[src/rtl/bus_reg_sequencer.sv]
// Byte-wide bus register front end: local address/increment/data registers,
// external register write-through, and a single-outstanding VRAM sequencer.
module bus_reg_sequencer (
    input  logic        clk,
    input  logic        reset_i,
    input  logic        write_strobe_i,
    input  logic        read_strobe_i,
    input  logic [3:0]  reg_num_i,
    input  logic        bytesel_i,
    input  logic [7:0]  bytedata_i,
    output logic        dtack_o,
    output logic [7:0]  rd_data_o,
    output logic        reg_wr_o,
    output logic [3:0]  reg_wr_num_o,
    output logic [15:0] reg_wr_data_o,
    input  logic [15:0] reg_rd_data_i,
    output logic        vram_req_o,
    output logic        vram_wr_o,
    output logic [15:0] vram_addr_o,
    output logic [15:0] vram_data_o,
    input  logic        vram_ack_i,
    input  logic [15:0] vram_data_i
);
    localparam logic [3:0] REG_RD_ADDR = 4'd2;
    localparam logic [3:0] REG_WR_ADDR = 4'd3;
    localparam logic [3:0] REG_INCR    = 4'd4;
    localparam logic [3:0] REG_DATA    = 4'd5;

    typedef enum logic [1:0] {IDLE, WR_REQ, RD_REQ} state_t;

    state_t      state;
    logic [7:0]  hold;
    logic [15:0] rd_addr, wr_addr, incr, rd_word;
    logic        pend_valid, pend_wr, pend_sel;
    logic [15:0] pend_data;
    logic        prefetch_want, rd_stale, own, ext_rd, ext_sel;

    logic [15:0] commit_word, int_word;
    logic        accept, busy, ack_now, start_pf;

    function automatic logic [7:0] pick(input logic [15:0] w, input logic sel);
        return sel ? w[7:0] : w[15:8];
    endfunction

    // NOTE: every always_comb output gets a value on every path, so no latch is inferred.
    always_comb begin
        commit_word = {hold, bytedata_i};
        accept      = (write_strobe_i || read_strobe_i) && !pend_valid;
        busy        = (state != IDLE) || pend_valid || prefetch_want;
        ack_now     = vram_ack_i && (state != IDLE);
        start_pf    = (state == IDLE) && prefetch_want;
        case (reg_num_i)
            REG_RD_ADDR: int_word = rd_addr;
            REG_WR_ADDR: int_word = wr_addr;
            REG_INCR:    int_word = incr;
            default:     int_word = rd_word;
        endcase
    end

    // NOTE: later non-blocking assignments win, so strobe handling is placed last to override.
    always_ff @(posedge clk) begin
        if (reset_i) begin
            state <= IDLE;
            hold <= '0; rd_addr <= '0; wr_addr <= '0; incr <= 16'd1; rd_word <= '0;
            pend_valid <= 1'b0; pend_wr <= 1'b0; pend_sel <= 1'b0; pend_data <= '0;
            prefetch_want <= 1'b0; rd_stale <= 1'b0; own <= 1'b0;
            ext_rd <= 1'b0; ext_sel <= 1'b0;
            dtack_o <= 1'b0; rd_data_o <= '0;
            reg_wr_o <= 1'b0; reg_wr_num_o <= '0; reg_wr_data_o <= '0;
            vram_req_o <= 1'b0; vram_wr_o <= 1'b0; vram_addr_o <= '0; vram_data_o <= '0;
        end else begin
            reg_wr_o <= 1'b0;

            if (ext_rd) begin
                rd_data_o <= pick(reg_rd_data_i, ext_sel);
                dtack_o   <= 1'b1;
                ext_rd    <= 1'b0;
            end

            if (ack_now) begin
                state      <= IDLE;
                vram_req_o <= 1'b0;
                if (state == WR_REQ) begin
                    wr_addr <= wr_addr + incr;
                    if (own) dtack_o <= 1'b1;
                end else if (!rd_stale) begin
                    rd_word <= vram_data_i;
                    rd_addr <= rd_addr + incr;
                end
                rd_stale <= 1'b0;
                own      <= 1'b0;
            end

            // Idle scheduler: a queued prefetch is older than anything in the pending slot.
            if (state == IDLE) begin
                if (prefetch_want) begin
                    prefetch_want <= 1'b0;
                    state <= RD_REQ; vram_req_o <= 1'b1; vram_wr_o <= 1'b0; vram_addr_o <= rd_addr;
                end else if (pend_valid) begin
                    pend_valid <= 1'b0;
                    if (pend_wr) begin
                        own <= 1'b1;
                        state <= WR_REQ; vram_req_o <= 1'b1; vram_wr_o <= 1'b1;
                        vram_addr_o <= wr_addr; vram_data_o <= pend_data;
                    end else begin
                        rd_data_o <= pick(rd_word, pend_sel);
                        dtack_o   <= 1'b1;
                        if (pend_sel) begin
                            state <= RD_REQ; vram_req_o <= 1'b1; vram_wr_o <= 1'b0; vram_addr_o <= rd_addr;
                        end
                    end
                end
            end

            if (accept) begin
                own    <= 1'b0;
                ext_rd <= 1'b0;
                if (write_strobe_i) begin
                    dtack_o <= 1'b1;
                    if (!bytesel_i) begin
                        hold <= bytedata_i;
                    end else begin
                        case (reg_num_i)
                            REG_RD_ADDR: begin
                                rd_addr       <= commit_word;
                                prefetch_want <= 1'b1;
                                // An in-flight prefetch now targets a superseded address.
                                if ((state == RD_REQ && !ack_now) || start_pf) rd_stale <= 1'b1;
                            end
                            REG_WR_ADDR: wr_addr <= commit_word;
                            REG_INCR:    incr    <= commit_word;
                            REG_DATA: begin
                                dtack_o <= 1'b0;
                                if (busy) begin
                                    pend_valid <= 1'b1; pend_wr <= 1'b1; pend_data <= commit_word;
                                end else begin
                                    own <= 1'b1;
                                    state <= WR_REQ; vram_req_o <= 1'b1; vram_wr_o <= 1'b1;
                                    vram_addr_o <= wr_addr; vram_data_o <= commit_word;
                                end
                            end
                            default: begin
                                reg_wr_o      <= 1'b1;
                                reg_wr_num_o  <= reg_num_i;
                                reg_wr_data_o <= commit_word;
                            end
                        endcase
                    end
                end else begin
                    case (reg_num_i)
                        REG_DATA: begin
                            if (busy) begin
                                pend_valid <= 1'b1; pend_wr <= 1'b0; pend_sel <= bytesel_i;
                                dtack_o    <= 1'b0;
                            end else begin
                                rd_data_o <= pick(rd_word, bytesel_i);
                                dtack_o   <= 1'b1;
                                if (bytesel_i) begin
                                    state <= RD_REQ; vram_req_o <= 1'b1; vram_wr_o <= 1'b0; vram_addr_o <= rd_addr;
                                end
                            end
                        end
                        REG_RD_ADDR, REG_WR_ADDR, REG_INCR: begin
                            rd_data_o <= pick(int_word, bytesel_i);
                            dtack_o   <= 1'b1;
                        end
                        default: begin
                            // External readback is sampled one cycle after the strobe.
                            ext_rd  <= 1'b1;
                            ext_sel <= bytesel_i;
                            dtack_o <= 1'b0;
                        end
                    endcase
                end
            end
        end
    end
endmodule

[config.mk]
export PLATFORM = sky130hd
export DESIGN_NAME = bus_reg_sequencer
export DESIGN_NICKNAME = d
export VERILOG_FILES = /design/src/rtl/bus_reg_sequencer.sv
export SDC_FILE = /design/constraint.sdc
export NUM_CORES = 1
export LEC_CHECK = 0
export CAP_MARGIN = 20
export CORE_MARGIN = 1.5
export CORE_UTILIZATION = 36
export CTS_CLUSTER_DIAMETER = 60
export DETAILED_ROUTE_END_ITERATION = 10
export PLACE_DENSITY = 0.57
export SETUP_SLACK_MARGIN = 0.1
export SYNTH_ARGS = -nofsm -noshare
export SYNTH_HDL_FRONTEND = slang
export SYNTH_SLANG_ARGS = --single-unit
[constraint.sdc]
create_clock -name clk -period 7.2 [get_ports clk]
set_clock_uncertainty 0.1 [all_clocks]
set_input_delay 0.72 -clock clk [delete_from_list [all_inputs] [get_ports clk]]
set_output_delay 0.72 -clock clk [all_outputs]
set_load 0.03 [all_outputs]
Word-level counts from Yosys, hierarchy flattened
Index checks and enable logic that the tools add are counted.
{"block": "op_classes", "add_sub_neg": 2, "multipliers": 0, "div_mod_pow": 0, "order_cmp": 0, "n_eq_ne": 9, "n_shift": 0, "n_mux": 138, "n_bitwise": 6, "reduce_logical": 26}
{"op": "16-bit 2-to-1 mux", "n": 35}
{"op": "8-bit 2-to-1 mux", "n": 12}
{"op": "1-bit 2-to-1 mux", "n": 74}
{"op": "16-bit one-hot mux with 3 select lines", "n": 1}
{"op": "16-bit adder", "n": 2}
{"op": "2-bit 2-to-1 mux", "n": 14}
{"op": "8-bit one-hot mux with 2 select lines", "n": 1}
{"op": "4-bit AND reduction", "n": 3}
{"op": "3-bit AND reduction", "n": 3}
{"op": "4-bit by 2-bit == test with 1-bit output (second input constant)", "n": 2}
{"op": "4-bit by 3-bit == test with 1-bit output (second input constant)", "n": 2}
{"op": "4-bit OR reduction", "n": 2}
{"op": "2-bit by 1-bit inequality test with 1-bit output (second input constant)", "n": 3}
{"op": "1-bit inverter", "n": 6}
{"op": "6-bit AND reduction", "n": 1}
{"op": "2-bit nonzero test", "n": 3}
{"op": "3-bit OR reduction", "n": 2}
{"op": "5-bit AND reduction", "n": 1}
{"op": "1-bit logical AND", "n": 4}
{"op": "1-bit logical OR", "n": 4}
{"op": "2-bit by 1-bit == test with 1-bit output (second input constant)", "n": 1}
{"op": "2-bit == test (second input constant)", "n": 1}
{"op": "1-bit logical NOT", "n": 2}
{"op": "2-bit logical NOT", "n": 1}
{"op": "1-bit one-hot mux with 2 select lines", "n": 1}
{"block": "word_totals", "reg_bits": 162, "latch_bits": 0, "mem_bits_rw": 0, "romBits": 0, "inputBits": 50, "output_inout_bits": 64, "wordCells": 205, "mem_count": 0}

Depth between registers and ports, before layout
Gate-level depths: netlist of run 1.
{"block": "depth", "depth_word": 13, "depth_mapped": 10, "depth_no_buf": 10}

Worst setup path before layout of run 1
OpenSTA, ideal clock, no wires.
{"block": "synth_path", "kind": "reg-to-reg", "startpoint": "register rd_addr[0]", "endpoint": "register rd_addr[14]", "setup_time_ns": 0.091, "arrival_time_ns": 2.443, "required_ns": 7.009, "setup_slack_ns": 4.566, "stages_incl_launch_ff": 11, "path_buffers": 0, "synth_period_minus_slack_ns": 2.634, "path_cell_list": "dfxtp_1 -> ha_1 -> fa_1 -> a21o_1 -> a221oi_2 -> o221ai_1 -> a31o_1 -> a21oi_1 -> xnor2_1 -> nand2_1 -> a311oi_1"}
{"block": "synth_between", "elab_chain_cells": 8}
{"item": "start, declared", "line_no": "33", "source": "logic [15:0] rd_addr, wr_addr, incr, rd_word;"}
{"item": "start signal, assigned", "line_no": "88", "source": "rd_addr <= rd_addr + incr;"}
{"item": "start signal, assigned", "line_no": "125", "source": "rd_addr <= commit_word;"}
{"item": "16-bit adder *", "line_no": "88"}
{"item": "16-bit 2-to-1 mux *", "line_no": "86", "source": "end else if (!rd_stale) begin"}
{"item": "16-bit 2-to-1 mux *", "line_no": "83", "source": "if (state == WR_REQ) begin"}
{"item": "16-bit 2-to-1 mux *", "line_no": "80", "source": "if (ack_now) begin"}
{"item": "16-bit 2-to-1 mux", "line_no": "123", "source": "case (reg_num_i)"}
{"item": "16-bit 2-to-1 mux", "line_no": "120", "source": "if (!bytesel_i) begin"}
{"item": "16-bit 2-to-1 mux", "line_no": "118", "source": "if (write_strobe_i) begin"}
{"item": "16-bit 2-to-1 mux *", "line_no": "115", "source": "if (accept) begin"}
Every way passes the cells marked *; elsewhere a longest branch is shown, timed or not.
A chain may end at the register's enable or synchronous reset.

Worst setup path in the final report of run 1
{"block": "layout_path", "startpoint": "input port reg_num_i[0]", "endpoint": "register vram_data_o[8]"}
{"block": "layout_between", "elab_chain_cells": 5}
{"item": "start, declared", "line_no": "8", "source": "input logic [3:0] reg_num_i,"}
{"item": "4-bit by 3-bit == test with 1-bit output", "line_no": "123"}
{"item": "16-bit 2-to-1 mux", "line_no": "123"}
{"item": "16-bit 2-to-1 mux", "line_no": "120"}
{"item": "16-bit 2-to-1 mux", "line_no": "118"}
{"item": "16-bit 2-to-1 mux", "line_no": "115"}
{"item": "end signal, assigned", "line_no": "104", "source": "vram_addr_o <= wr_addr; vram_data_o <= pend_data;"}
{"item": "end signal, assigned", "line_no": "139", "source": "vram_addr_o <= wr_addr; vram_data_o <= commit_word;"}
{"item": "end, declared", "line_no": "20", "source": "output logic [15:0] vram_data_o,"}
No other way between the ends.

==> results of run 1 <==
[Yosys cell counts, types with 6 or more instances]
master / count
nand3_1: 7
mux2i_1: 65
nor3_1: 13
nor2b_1: 16
nand2_1: 183
o211ai_1: 12
a21o_1: 6
a22oi_1: 12
buf_2: 7
mux2_2: 7
xor2_1: 7
o21ai_0: 19
inv_1: 7
clkbuf_1: 58
a222oi_1: 21
o21bai_1: 8
dfxtp_1: 162
o21ai_1: 25
xnor2_1: 16
a211oi_2: 19
nor2_1: 131
a21oi_1: 111
a311oi_1: 22
ha_1: 30
a211oi_1: 33
[flip-flops by register name, summed over array words and instances, names as in the netlist]
register / count
vram_addr_o: 16
pend_data: 16
hold: 8
vram_wr_o: 1
incr: 16
rd_addr: 16
pend_valid: 1
vram_data_o: 16
own: 1
state: 2
reg_wr_num_o: 4
pend_wr: 1
rd_word: 16
ext_sel: 1
reg_wr_data_o: 16
wr_addr: 16
rd_stale: 1
pend_sel: 1
ext_rd: 1
dtack_o: 1
reg_wr_o: 1
vram_req_o: 1
rd_data_o: 8
prefetch_want: 1
[per-layer routing]
layer / track usage, % / up-vias
li1: - / 4048
met1: 30.4 / 3802
met2: 33.9 / 260
met3: 4.29 / 29
met4: 7.14 / 0
met5: 0 / -
[worst max-delay path by stage]
| stage | to | depth (start not counted) | from |
|---|---|---|---|
| 2_1_floorplan | rd_addr[14] | 10 | rd_addr[0] |
| 3_3_place_gp | vram_data_o[5] | 8 | reg_num_i[0] |
| 3_5_place_dp | vram_data_o[8] | 8 | reg_num_i[0] |
| 4_1_cts | vram_data_o[8] | 8 | reg_num_i[0] |
| 5_1_grt | wr_addr[9] | 7 | bytesel_i |
| 6_report | vram_data_o[8] | 8 | reg_num_i[0] |
[power by group through the flow]
stage | Clock, mW | Combinational (mW) | Sequential [mW]
3_3_place_gp | 0 | 0.189 | 0.955
2_1_floorplan | 0 | 0.0907 | 0.968
4_1_cts | 0.956 | 0.190 | 0.934
6_report | 0.943 | 0.190 | 0.935
3_5_place_dp | 0 | 0.189 | 0.956
5_1_grt | 0.997 | 0.204 | 0.937
[cells by family (layout without fill, tap and decap cells)]
group           Yosys count  after routing  synth area share [%]
simple gates            396            396                  19.3
mux                      77             77                  8.80
xor+xnor                 23             23                  2.26
flops                   162            162                  36.3
compound gates          313            313                  24.3
buf+inv                  84            163                  4.28
fa+ha+maj                32             32                  4.65
[critical path, delay by kind of cell]
kind | cells | cell delay [ns]
buffers and inverters | 3 | 1.01
AND/OR/NAND/NOR | 4 | 1.74
AO/OA/AOI/OAI | 1 | 0.07
[metrics by stage]
step	cell area, sq um	utilization [%]	instances	total power [mW]
after floorplan	8920	-	1087	1.06
after global placement	10200	41.9	1458	1.14
after detailed placement	10200	41.9	1458	1.15
after CTS	10800	44.5	1490	2.08
after global routing	10800	44.5	1490	2.14
final	10800	44.5	1490	2.07
[area by class of cell]
cell class	count	area, sq um	share of cell area [%]
multi-input combinational	841	5300	49.0
sequential	162	3240	30.0
inverter	7	26.3	0.243
timing repair buffer	124	1210	11.2
clock inverter	15	201	1.86
clock buffer	17	425	3.93
tap	324	405	3.75
==> metrics.md, run 1 <==
| Metric | Value |
|---|---|
| Commonest non-fill, non-tap cells in the layout | nand2_1 (183), dfxtp_1 (162), nor2_1 (130) |
| CTS tree | built |
| Seq/Total Area, Yosys | 36.3% |
| CP Class | input port to register |
| Hold depth | 2 |
| Synth Cell Area | 8920 sq um |
| #FFs+latches synth | around 160 |
| Root Driver | clkbuf_16 |
| CTS Hold Bufs | 0 |
| Routed WL per cell | 19.0 microns |
| Worst-Margin Slew | around 1.1 ns |
| Vias in the first global route | 7,526 |
| Yosys cell types | 71 |
| Reg-to-Reg Start | incr[0] |
| Cell Pwr Density | 191 nW/um^2 |
| Commonest non-fill, non-tap cell in the layout | nand2_1 |
| P_int | 1.47 mW |
| Initial core utilization | 36.7% |
| Met2 WL | roughly 13 mm |
| Worst hold path type | register to register |
| DP HPWL | slightly below 20 mm |
| Main synth FF type | dfxtp_1 |
| Global-route wire length before repair | approximately 44 mm |
| CTS Sinks | 162 |
| ANT nets after route | 0 |
| DR iter-0 viols | 854 |
| WHS | 0.355 ns |
| Hold endpoint | reg_wr_data_o[5] |
| Final hold viol count | 0 |
| FF-to-FF setup slack | 4.20 ns |
| Die X-Extent | 160 microns |
| N_diodes | 0 |
| Worst r2r path cells | 10 |
| DRC | 0 |
| Area Growth Syn to Fin | 21.2% |
| Tmin final | 3.39 ns |
| Gate power share | 9.2% |
| Worst skew pair latency | ~0.44 ns |
| Detailed-route vias per instance | 5.46 |
| PortBufs | around 110 |
| Max Slew Vio Count | 0 |
| Maximum vdd ir drop | 0.111 mV |
| Crit-path max cell delay | 0.71 ns |
| Min-delay src | reg_wr_data_o[5] |
| Max_cap viols | 0 |
| Fmax | 295 MHz |
| Die footprint | 25,700 sq um |
| Largest area contributor in the netlist | dfxtp_1 |
| Total negative slack | 0 ns |
| Worst setup margin | 3.81 ns |
| Number of synthesized flops with an enable pin | 0 |
| H-tree depth reported by CTS | 4 |
| Avg Cell Area, Syn | 8.21 sq um |
| Uppermost layer routed | met4 |
| Status | complete, no violations |
| Core area | 24,300 sq um |
| Async SR Flop Fraction | 0% |
| Clock Power Share | 45.6% |
| Crit path max fanout | 35 |
| Crit end category | register |
| Postcts setup bufs | 0 |
| Critical path arrival | about 3.6 ns |
| Flop pwr share | a little under half |
| Switching Share | 28.9% |
| Yosys top cell area share | 36.3% |
| Final WL | 28.4 mm |
| Syn Nets | between 1,000 and 1,500 |
| Reg clk slew, reported paths | 0.08 ns |
| Crit Reg-Reg Endpoint | rd_addr[14] |
| Share of layout cells above drive strength 1 | ~8% |
| P_sw | 598 uW |
| RD Place Congestion | 0.894 |
| Met3 wire length | ~2.2 mm |
| Post-CTS resize count | 0 |
| Data required time of the worst path | between 7 and 8 ns |
| Ys Warns | 0 |
| Fillers | 2,425 |
| Final setup vio count | 0 |
| Clock Path Buffers | 2 |
| Total grt overflow | 0 |
| Fin crit share | approximately 47% |
| 1st-pass router iterations | 5 |
| Initial antenna violation count | 0 |
| Routed metal-1 wirelength | 13.0 mm |
| Largest net degree at the start of global routing | 85 |
| Most used cell, CP | buf_4 |
| Io pins | 114 |
| Via count | 8,139 |
| GRT Overall Usage | 21.9% |
| Row count | between 50 and 60 |
| CP Cell Sequence | clkdlybuf4s50_1 > buf_4 > nor3b_1 > nor3b_2 > buf_4 > nand3_2 > nor2_1 > a211oi_2 |
| Height of the die | 160 microns |
| Rel. slew slack | 29.5% |
| Syn Inst Count | 1,087 |
| Dpl ws | approximately 3.4 ns |
| Leakage Power | 3.79 nW |
| RSZ-0062 raised after global routing | false |
| CP startpoint kind | input port |
| Synth area leaders | dfxtp_1 (36%), nand2_1 (7.7%), mux2i_1 (7.3%) |
| Number of nets in the layout | 1,235 |
| CTS buffer count | 17 |
| Worst path slowest cell | nand3_2 |
Power figures use the tool's default switching activity.
==> inputs of run 2 (changes only) <==
- clock period: 7.2 -> 3.5 ns (I/O delays scaled with it)
==> run 2 against run 1 <==
Net effect: register-to-register slack lost 3.6 ns; critical endpoint is now wr_addr[14]; die area is the same; via count grew 2.1%.
==> metrics.md, run 2 (synthesized netlist as in run 1, its figures left out) <==
| Metric | Value |
|---|---|
| Status | complete, no violations |
| Busiest grt layer | met2 |
| Final hold viol count | 0 |
| Postcts setup bufs | 0 |
| Worst hold path type | input port to register |
| Share of layout cells above drive strength 1 | 8.98% |
| Met3 usage | 3.28% |
| Final WL | 28.5 mm |
| Fmax | 347 MHz |
| CP startpoint kind | register |
| Register area | 3240 sq um |
| Cell Pwr Density | 389 nW/um^2 |
| Critical path arrival | just over 3 ns |
| Total negative slack | 0 ns |
| RSZ-0062 raised after global routing | false |
| CTS buffer count | 17 |
| Placed Instance Area | 10,300 sq um |
| ANT nets after route | 0 |
| Crit-path max cell delay | between 0.4 and 0.5 ns |
| Post-CTS resize count | 0 |
| Area Growth Syn to Fin | 22.4% |
| CTS tree | built |
| Via count | a little over 8,000 |
| CTS Hold Bufs | 0 |
| Largest net degree at the start of global routing | 115 |
| Placed insts | 1,473 |
| Clock Path Buffers | 2 |
| Core area | about 24,000 sq um |
| Final setup vio count | 0 |
| Leakage Power | between 3 and 4 nW |
| Cell area after layout | 10,900 sq um |
| Io pins | roughly 110 |
| Vias in the first global route | 7,734 |
| Die footprint | 25,700 sq um |
| CP Cell Sequence | ha_1 > fa_1 > a211oi_1 > nor2_1 > o41ai_1 > a211o_1 > o21ai_1 > a21oi_1 > mux2i_1 > a31oi_1 |
| Worst path bufs/invs | 0 |
| Worst skew pair latency | 0.44 ns |
| Crit path max fanout | 5 |
| Max Slew Vio Count | 0 |
| Global-route wire length before repair | 44.8 mm |
| Reg clk slew, reported paths | 0.07 ns |
| Crit path max-delay family | compound AO/OA/AOI/OAI gates |
| Met1 usage | 31.1% |
| Height of the die | roughly 160 microns |
| Fin crit share | 82.4% |
| Detailed-route vias per instance | 5.52 |
| GRT Overall Usage | 22.2% |
| Commonest non-fill, non-tap cells in the layout | nand2_1 (183), dfxtp_1 (162), nor2_1 (130) |
| Total grt overflow | 0 |
| Dpl ws | 0.593 ns |
| PortBufs | 113 |
| Root Driver | clkbuf_16 |
| Area used by multi-input combinational logic | 5300 sq um |
| Total power | 4.24 mW |
| Maximum vdd ir drop | 0.242 mV |
| DRC | 0 |
| CP Class | register to register |
| CTS Sinks | 162 |
| Routed WL per cell | 18.9 microns |
| Worst setup margin | 0.617 ns |
| Initial antenna violation count | 0 |
| Initial core utilization | 36.7% |
| Worst path slowest cell | fa_1 |
| 1st-pass router iterations | 9 |
| Met2 GRT Util | 35.1% |
| Number of nets in the layout | 1,250 |
| Data required time of the worst path | 3.73 ns |
| Non-Filler Instances | 1,505 |
| Worst-Margin Slew | 1.06 ns |
| Commonest non-fill, non-tap cell in the layout | nand2_1 |
| H-tree depth reported by CTS | 4 |
| Tmin final | 2.88 ns |
| RD Place Congestion | 0.861 |
| DR iter-0 viols | between 700 and 800 |
| Rel. slew slack | 29.4% |
| Die X-Extent | 160 microns |
| Max_cap viols | 0 |
| N_diodes | 0 |
| Fillers | 2,461 |
| DP HPWL | 20.1 mm |
| Crit end category | register |
| Row count | 57 |
run 2: cell types whose count changed in the layout (fill, tap and decap cells not counted), sizes merged:
cell | before | now
buf | 12 | 27
clkinv | 9 | 6
inv | 13 | 16
run 2: area by class of cell:
type | instances | area share [%]
clock buffer | 17 | 3.90
timing repair buffer | 139 | 12.2
sequential | 162 | 29.7
multi-input combinational | 841 | 48.6
inverter | 7 | 0.241
clock inverter | 15 | 1.66
tap | 324 | 3.71
run 2: where the power goes:
part | switching [mW] | total, mW | internal (mW)
combinational | 0.233 | 0.399 | 0.166
sequential | 0.0461 | 1.92 | 1.88
clock | 0.946 | 1.92 | 0.974
run 2: per-stage QoR:
step / util [%] / hold slack, ns
6_report: 44.9 / 0.303
5_1_grt: 44.9 / 0.316
4_1_cts: 44.9 / 0.294
3_5_place_dp: 42.4 / 0.348
3_3_place_gp: 42.4 / 0.345
2_1_floorplan: - / 0.349
run 2: final timing paths:
path	from	to	slack, ns	cells after the start
worst max-delay path	wr_addr[0]	wr_addr[14]	0.62	10
worst min-delay path	reset_i	pend_data[4]	0.30	2
worst max register to register	wr_addr[0]	wr_addr[14]	0.62	10
worst min register to register	reg_wr_data_o[2]	reg_wr_data_o[2]	0.36	2
run 2: routing by layer:
metal	routed length, microns	share of wire [%]	vias up
li1	-	-	4082
met4	542	1.9	0
met2	13000	46	243
met5	0	0	-
met1	13400	47	3953
met3	1550	5.4	30
